$ cat config.mk
export PLATFORM = sky130hd
export DESIGN_NAME = display_scheduler
export DESIGN_NICKNAME = d
export VERILOG_FILES = /design/src/rtl/display_scheduler.sv
export SDC_FILE = /design/constraint.sdc
export NUM_CORES = 1
export LEC_CHECK = 0
export CORE_MARGIN = 1.5
export CORE_UTILIZATION = 30
export DETAILED_ROUTE_END_ITERATION = 10
export GPL_TIMING_DRIVEN = 0
export PLACE_DENSITY_LB_ADDON = 0.12
export SYNTH_ARGS = -nofsm -noshare
export SYNTH_HDL_FRONTEND = slang
export SYNTH_SLANG_ARGS = --single-unit
$ cat constraint.sdc
create_clock -name clk -period 8.6 [get_ports clk]
set_clock_uncertainty 0.15 [all_clocks]
set_input_delay 1.72 -clock clk [delete_from_list [all_inputs] [get_ports clk]]
set_output_delay 1.72 -clock clk [all_outputs]
set_load 0.005 [all_outputs]
$ cat src/rtl/display_scheduler.sv
// Display arbiter: owns the 8-digit bus and chooses between the base view,
// a timed message and a timed, blinking alert, handshaking via req/ack.
module display_scheduler #(
  parameter int          TICK_DIV   = 100000,
  parameter int          MSG_MS     = 2000,
  parameter int          ALERT_MS   = 3000,
  parameter int          BLINK_MS   = 250,
  parameter logic [4:0]  BLANK_CODE = 5'h1F
) (
  input  logic        clk,
  input  logic        rst,
  input  logic [39:0] base_dig,
  input  logic        msg_req,
  input  logic [39:0] msg_dig,
  output logic        msg_ack,
  output logic        msg_done,
  input  logic        alert_req,
  input  logic [39:0] alert_dig,
  output logic        alert_ack,
  output logic [39:0] dig,
  output logic [1:0]  mode
);

  localparam int PRE_W    = (TICK_DIV > 1) ? $clog2(TICK_DIV) : 1;
  localparam int HOLD_MAX = (MSG_MS > ALERT_MS) ? MSG_MS : ALERT_MS;
  localparam int CNT_W    = $clog2(HOLD_MAX + 1);
  localparam int BLK_W    = (BLINK_MS > 1) ? $clog2(BLINK_MS) : 1;

  localparam logic [1:0] S_IDLE  = 2'b00;
  localparam logic [1:0] S_MSG   = 2'b01;
  localparam logic [1:0] S_ALERT = 2'b10;

  logic [1:0]       state;
  logic [1:0]       state_nxt;
  logic [PRE_W-1:0] pre_cnt;
  logic [CNT_W-1:0] tick_cnt;
  logic [CNT_W-1:0] hold_lim;
  logic [BLK_W-1:0] blk_cnt;
  logic             blink_dark;
  logic [39:0]      msg_lat;
  logic [39:0]      alert_lat;
  logic             tick;
  logic             expire;
  logic             msg_take;
  logic             alert_take;
  logic             acc_msg;
  logic             acc_alert;
  logic             done_nxt;

  assign tick     = (pre_cnt == PRE_W'(TICK_DIV - 1));
  assign hold_lim = (state == S_ALERT) ? CNT_W'(ALERT_MS - 1) : CNT_W'(MSG_MS - 1);
  assign expire   = tick && (tick_cnt == hold_lim);
  // A request still high in the cycle its ack is visible is the old one.
  assign msg_take   = msg_req && !msg_ack;
  assign alert_take = alert_req && !alert_ack;
  assign mode       = state;

  always_comb begin
    state_nxt = state;
    acc_msg   = 1'b0;
    acc_alert = 1'b0;
    done_nxt  = 1'b0;
    case (state)
      S_IDLE: begin
        if (alert_take) begin
          acc_alert = 1'b1;
          state_nxt = S_ALERT;
        end else if (msg_take) begin
          acc_msg   = 1'b1;
          state_nxt = S_MSG;
        end
      end
      S_MSG: begin
        if (alert_take) begin
          acc_alert = 1'b1;
          done_nxt  = 1'b1;
          state_nxt = S_ALERT;
        end else if (msg_take) begin
          acc_msg   = 1'b1;
        end else if (expire) begin
          done_nxt  = 1'b1;
          state_nxt = S_IDLE;
        end
      end
      S_ALERT: begin
        if (alert_take) begin
          acc_alert = 1'b1;
        end else if (expire) begin
          state_nxt = S_IDLE;
        end
      end
      default: state_nxt = S_IDLE;
    endcase
  end

  always_ff @(posedge clk or posedge rst) begin
    if (rst) begin
      state      <= S_IDLE;
      msg_ack    <= 1'b0;
      alert_ack  <= 1'b0;
      msg_done   <= 1'b0;
      msg_lat    <= '0;
      alert_lat  <= '0;
      pre_cnt    <= '0;
      tick_cnt   <= '0;
      blk_cnt    <= '0;
      blink_dark <= 1'b0;
      dig        <= '0;
    end else begin
      state     <= state_nxt;
      msg_ack   <= acc_msg;
      alert_ack <= acc_alert;
      msg_done  <= done_nxt;
      if (acc_msg)   msg_lat   <= msg_dig;
      if (acc_alert) alert_lat <= alert_dig;

      // Every accept restarts the timebase so hold durations are exact.
      if (acc_msg || acc_alert) begin
        pre_cnt    <= '0;
        tick_cnt   <= '0;
        blk_cnt    <= '0;
        blink_dark <= 1'b0;
      end else begin
        pre_cnt <= tick ? '0 : pre_cnt + 1'b1;
        if (tick && (tick_cnt != CNT_W'(HOLD_MAX)))
          tick_cnt <= tick_cnt + 1'b1;
        if (state_nxt != S_ALERT) begin
          blk_cnt    <= '0;
          blink_dark <= 1'b0;
        end else if (tick) begin
          if (blk_cnt == BLK_W'(BLINK_MS - 1)) begin
            blk_cnt    <= '0;
            blink_dark <= ~blink_dark;
          end else begin
            blk_cnt <= blk_cnt + 1'b1;
          end
        end
      end

      // Output bus follows the registered state one cycle later.
      case (state)
        S_MSG:   dig <= msg_lat;
        S_ALERT: dig <= blink_dark ? {8{BLANK_CODE}} : alert_lat;
        default: dig <= base_dig;
      endcase
    end
  end

endmodule

==> flow_metrics.tcl <==
set metrics [dict create \
    rows 56 \
    ys_ff_latch 163 \
    netlist_area_sq_um 7194 \
    cts_buffers 17 \
    fmaxAchievable_mhz 248.7 \
    clockRootBuffer "clkbuf_16" \
    ctsHoldBuffers 0 \
    drtPass1Iterations 4 \
    place_area_sq_um 9310 \
    track_usage_pct 16.88 \
    die_w_um 157.9 \
    routed_via_density 4.698 \
    routed-wl-met3_um 1286 \
    status "completed" \
    htreeDepth 4 \
    clockBufferDepth 2 \
    drive_gt1_share_pct 15.97 \
    crit_path_end_kind "flop" \
    drt_iter0_markers 247 \
    cp_data_arrival_time_ns 4.18 \
    worstMarginPinSlew_ns 0.9576 \
    path_clk_slew_ns 0.07 \
    top_layer_used "met4" \
    die-height_um 157.9 \
    synth_fp_nets 771 \
    cts_setup_buffers 0 \
    worstSetupPathType "in -> reg" \
    m1WireLength_um 8495 \
    cts_resized 0 \
    cp-startpoint "alert_req" \
    pin_count 169 \
    drv_slew 0 \
    antenna_cells 0 \
    tns_ns 0 \
    routed_wl_um 19720 \
    syn_to_final_growth_pct 37.74 \
    synthArstFlopShare_pct 100.0 \
    cp_max_fo 10 \
    cts_tree "done" \
    synth_edf_count 0 \
    netlist_instances 638 \
    gp_congestion 0.7880 \
    grt_setup_unrepaired "no" \
    leakage_uw 0.004170 \
    powerDensity_nw_per_um2 188.7 \
    regArea_sq_um 4079 \
    peakVddDrop_mv 0.1172 \
    r2r-end "alert_lat[35]$_DFFE_PP0P_" \
    stdcell_area_sq_um 9910 \
    max_slew_margin_pct 36.02 \
    period_share_pct 46.76 \
    die-area_sq_um 24920 \
    yosysSeqAreaShare_pct 56.70 \
    grt_overflow 0 \
    core_area_sq_um 23470 \
    post-route-min-period_ns 4.021 \
    grt_pass1_wl_um 31640 \
    worstHoldPathType "reg -> reg" \
    clock-sinks 163 \
    port_buffers 168 \
    wl_per_cell_um 17.03 \
    required_ns 8.76 \
    r2r_slack_ns 5.69 \
    p_total_uw 1869 \
    clock_latency_ns 0.42 \
    grt_antenna_before_repair 0 \
    wl_met2_um 9656 \
    cap_violations 0 \
    initial_core_util_pct 30.65 \
    first_global_vias 5905 \
    multi_input_area_sq_um 2927 \
    fillers 2235 \
    ant_nets 0 \
    cp-endpoint "alert_lat[35]$_DFFE_PP0P_" \
    drc 0 \
    vias 5440 \
    ys.flop_type "dfrtp_1" \
    setup_violations 0 \
    reg2reg_depth 4 \
    reg2reg_from "mode[0]$_DFF_PP0_" \
    ys_warn_count 0 \
    synth_cell_type_count 48 \
    hold_violations 0 \
    hpwlAfterDp_um 14120 \
    nets 959 \
    grt_start_max_net_pins 120 \
    start_kind "input port" \
    syn_avg_cell_area_sq_um 11.28 \
]
how the worst min path moves through the flow:
stage | start | to | slack (ns) | depth (start not counted)
2_1_floorplan | pre_cnt[0]$_DFF_PP0_ | pre_cnt[0]$_DFF_PP0_ | 0.31 | 1
3_3_place_gp | pre_cnt[0]$_DFF_PP0_ | pre_cnt[0]$_DFF_PP0_ | 0.32 | 1
3_5_place_dp | pre_cnt[0]$_DFF_PP0_ | pre_cnt[0]$_DFF_PP0_ | 0.34 | 1
4_1_cts | pre_cnt[0]$_DFF_PP0_ | pre_cnt[0]$_DFF_PP0_ | 0.35 | 1
5_1_grt | msg_lat[35]$_DFFE_PP0P_ | msg_lat[35]$_DFFE_PP0P_ | 0.37 | 1
6_report | pre_cnt[0]$_DFF_PP0_ | pre_cnt[0]$_DFF_PP0_ | 0.35 | 1
cells in the final DEF (no fill, tap or decap), types with 3 or more instances in the layout:
master             n
xor2_1            11
nor3_1             4
inv_8              5
a21oi_1            6
nor3_2             5
clkdlybuf4s50_1  168
clkbuf_1          25
nand2_1           60
and4_1             3
xnor2_1           15
ha_1               9
inv_1             10
clkbuf_16         17
mux2_2            80
nand3b_1           4
buf_2              7
nand3_1            6
or2_1              3
inv_6              3
buf_1              4
nand4_1            6
dfrtp_1          163
nor2_1            82
a31oi_1           43
o21ai_0           45
clkinv_4           3
and3_1            12
cell type report:
| class | instances | share of cell area (%) |
|---|---|---|
| Buffer | 36 | 1.490 |
| Timing Repair Buffer | 169 | 17.25 |
| Sequential cell | 163 | 41.16 |
| Clock inverter | 14 | 1.717 |
| Multi-Input combinational cell | 428 | 29.53 |
| Clock buffer | 18 | 4.331 |
| Inverter | 11 | 0.4924 |
| Tap cell | 319 | 4.028 |
kinds of logic after synthesis:
kind of cell             Yosys count  share of synthesized area, %
AND/OR/NAND/NOR                  205                         13.77
XOR/XNOR                          26                         3.165
multiplexers                      81                         12.66
buffers and inverters             47                         2.626
AO/OA/AOI/OAI                    107                         9.513
adder cells (fa/ha/maj)            9                         1.565
flip-flops                       163                         56.70
metal layers:
metal,global-route usage (%),up-vias
met2,27.21,123
met5,0,-
met4,5.121,0
met1,21.25,2689
li1,-,2605
met3,5.858,23
sequential cells by signal, summed over array words and instances, names as in the netlist:
name        count
blink_dark      1
msg_done        1
mode            2
tick_cnt       12
alert_lat      40
pre_cnt        17
dig            40
msg_ack         1
msg_lat        40
blk_cnt         8
alert_ack       1
through the flow:
| stage | util [%] | std cells | setup slack, ns | hold slack, ns |
|---|---|---|---|---|
| 3_5_place_dp | 39.66 | 1126 | 4.121 | 0.3365 |
| 4_1_cts | 42.22 | 1158 | 4.570 | 0.3547 |
| 5_1_grt | 42.22 | 1158 | 4.302 | 0.3708 |
| 2_1_floorplan | - | 638 | 2.325 | 0.3052 |
| 3_3_place_gp | 39.51 | 1125 | -0.1138 | 0.3219 |
| 6_report | 42.22 | 1158 | 4.579 | 0.3494 |
cells in the mapped netlist (all sizes together) (3+ instances only):
| cell | number | area (sq um) |
|---|---|---|
| xor2 | 11 | 96.34 |
| nand4 | 6 | 37.54 |
| mux2 | 80 | 900.9 |
| xnor2 | 15 | 131.4 |
| dfrtp | 163 | 4079 |
| buf | 12 | 57.55 |
| a31oi | 43 | 269.0 |
| nand2 | 60 | 225.2 |
| and4 | 3 | 26.28 |
| and3 | 13 | 86.33 |
| nor3 | 9 | 70.07 |
| nand3 | 6 | 30.03 |
| ha | 9 | 112.6 |
| nor4 | 3 | 31.28 |
| clkbuf | 24 | 90.09 |
| a21oi | 6 | 30.03 |
| or2 | 3 | 18.77 |
| nand3b | 4 | 30.03 |
| nor2 | 82 | 307.8 |
| a211oi | 4 | 40.03 |
| o21ai | 46 | 230.2 |
| inv | 11 | 41.29 |
where the power goes:
part           switching, uW  internal [uW]  total [uW]
clock network            343            440         783
logic                   81.6            147         229
registers               29.2            829         858
total                    454           1420        1870
critical path, stage by stage:
cell and delay (ns):
clkdlybuf4s50_1 0.56, nor3b_1 0.81, clkbuf_1 0.68, mux2_2 0.41
(Power assumes the default switching activity.)
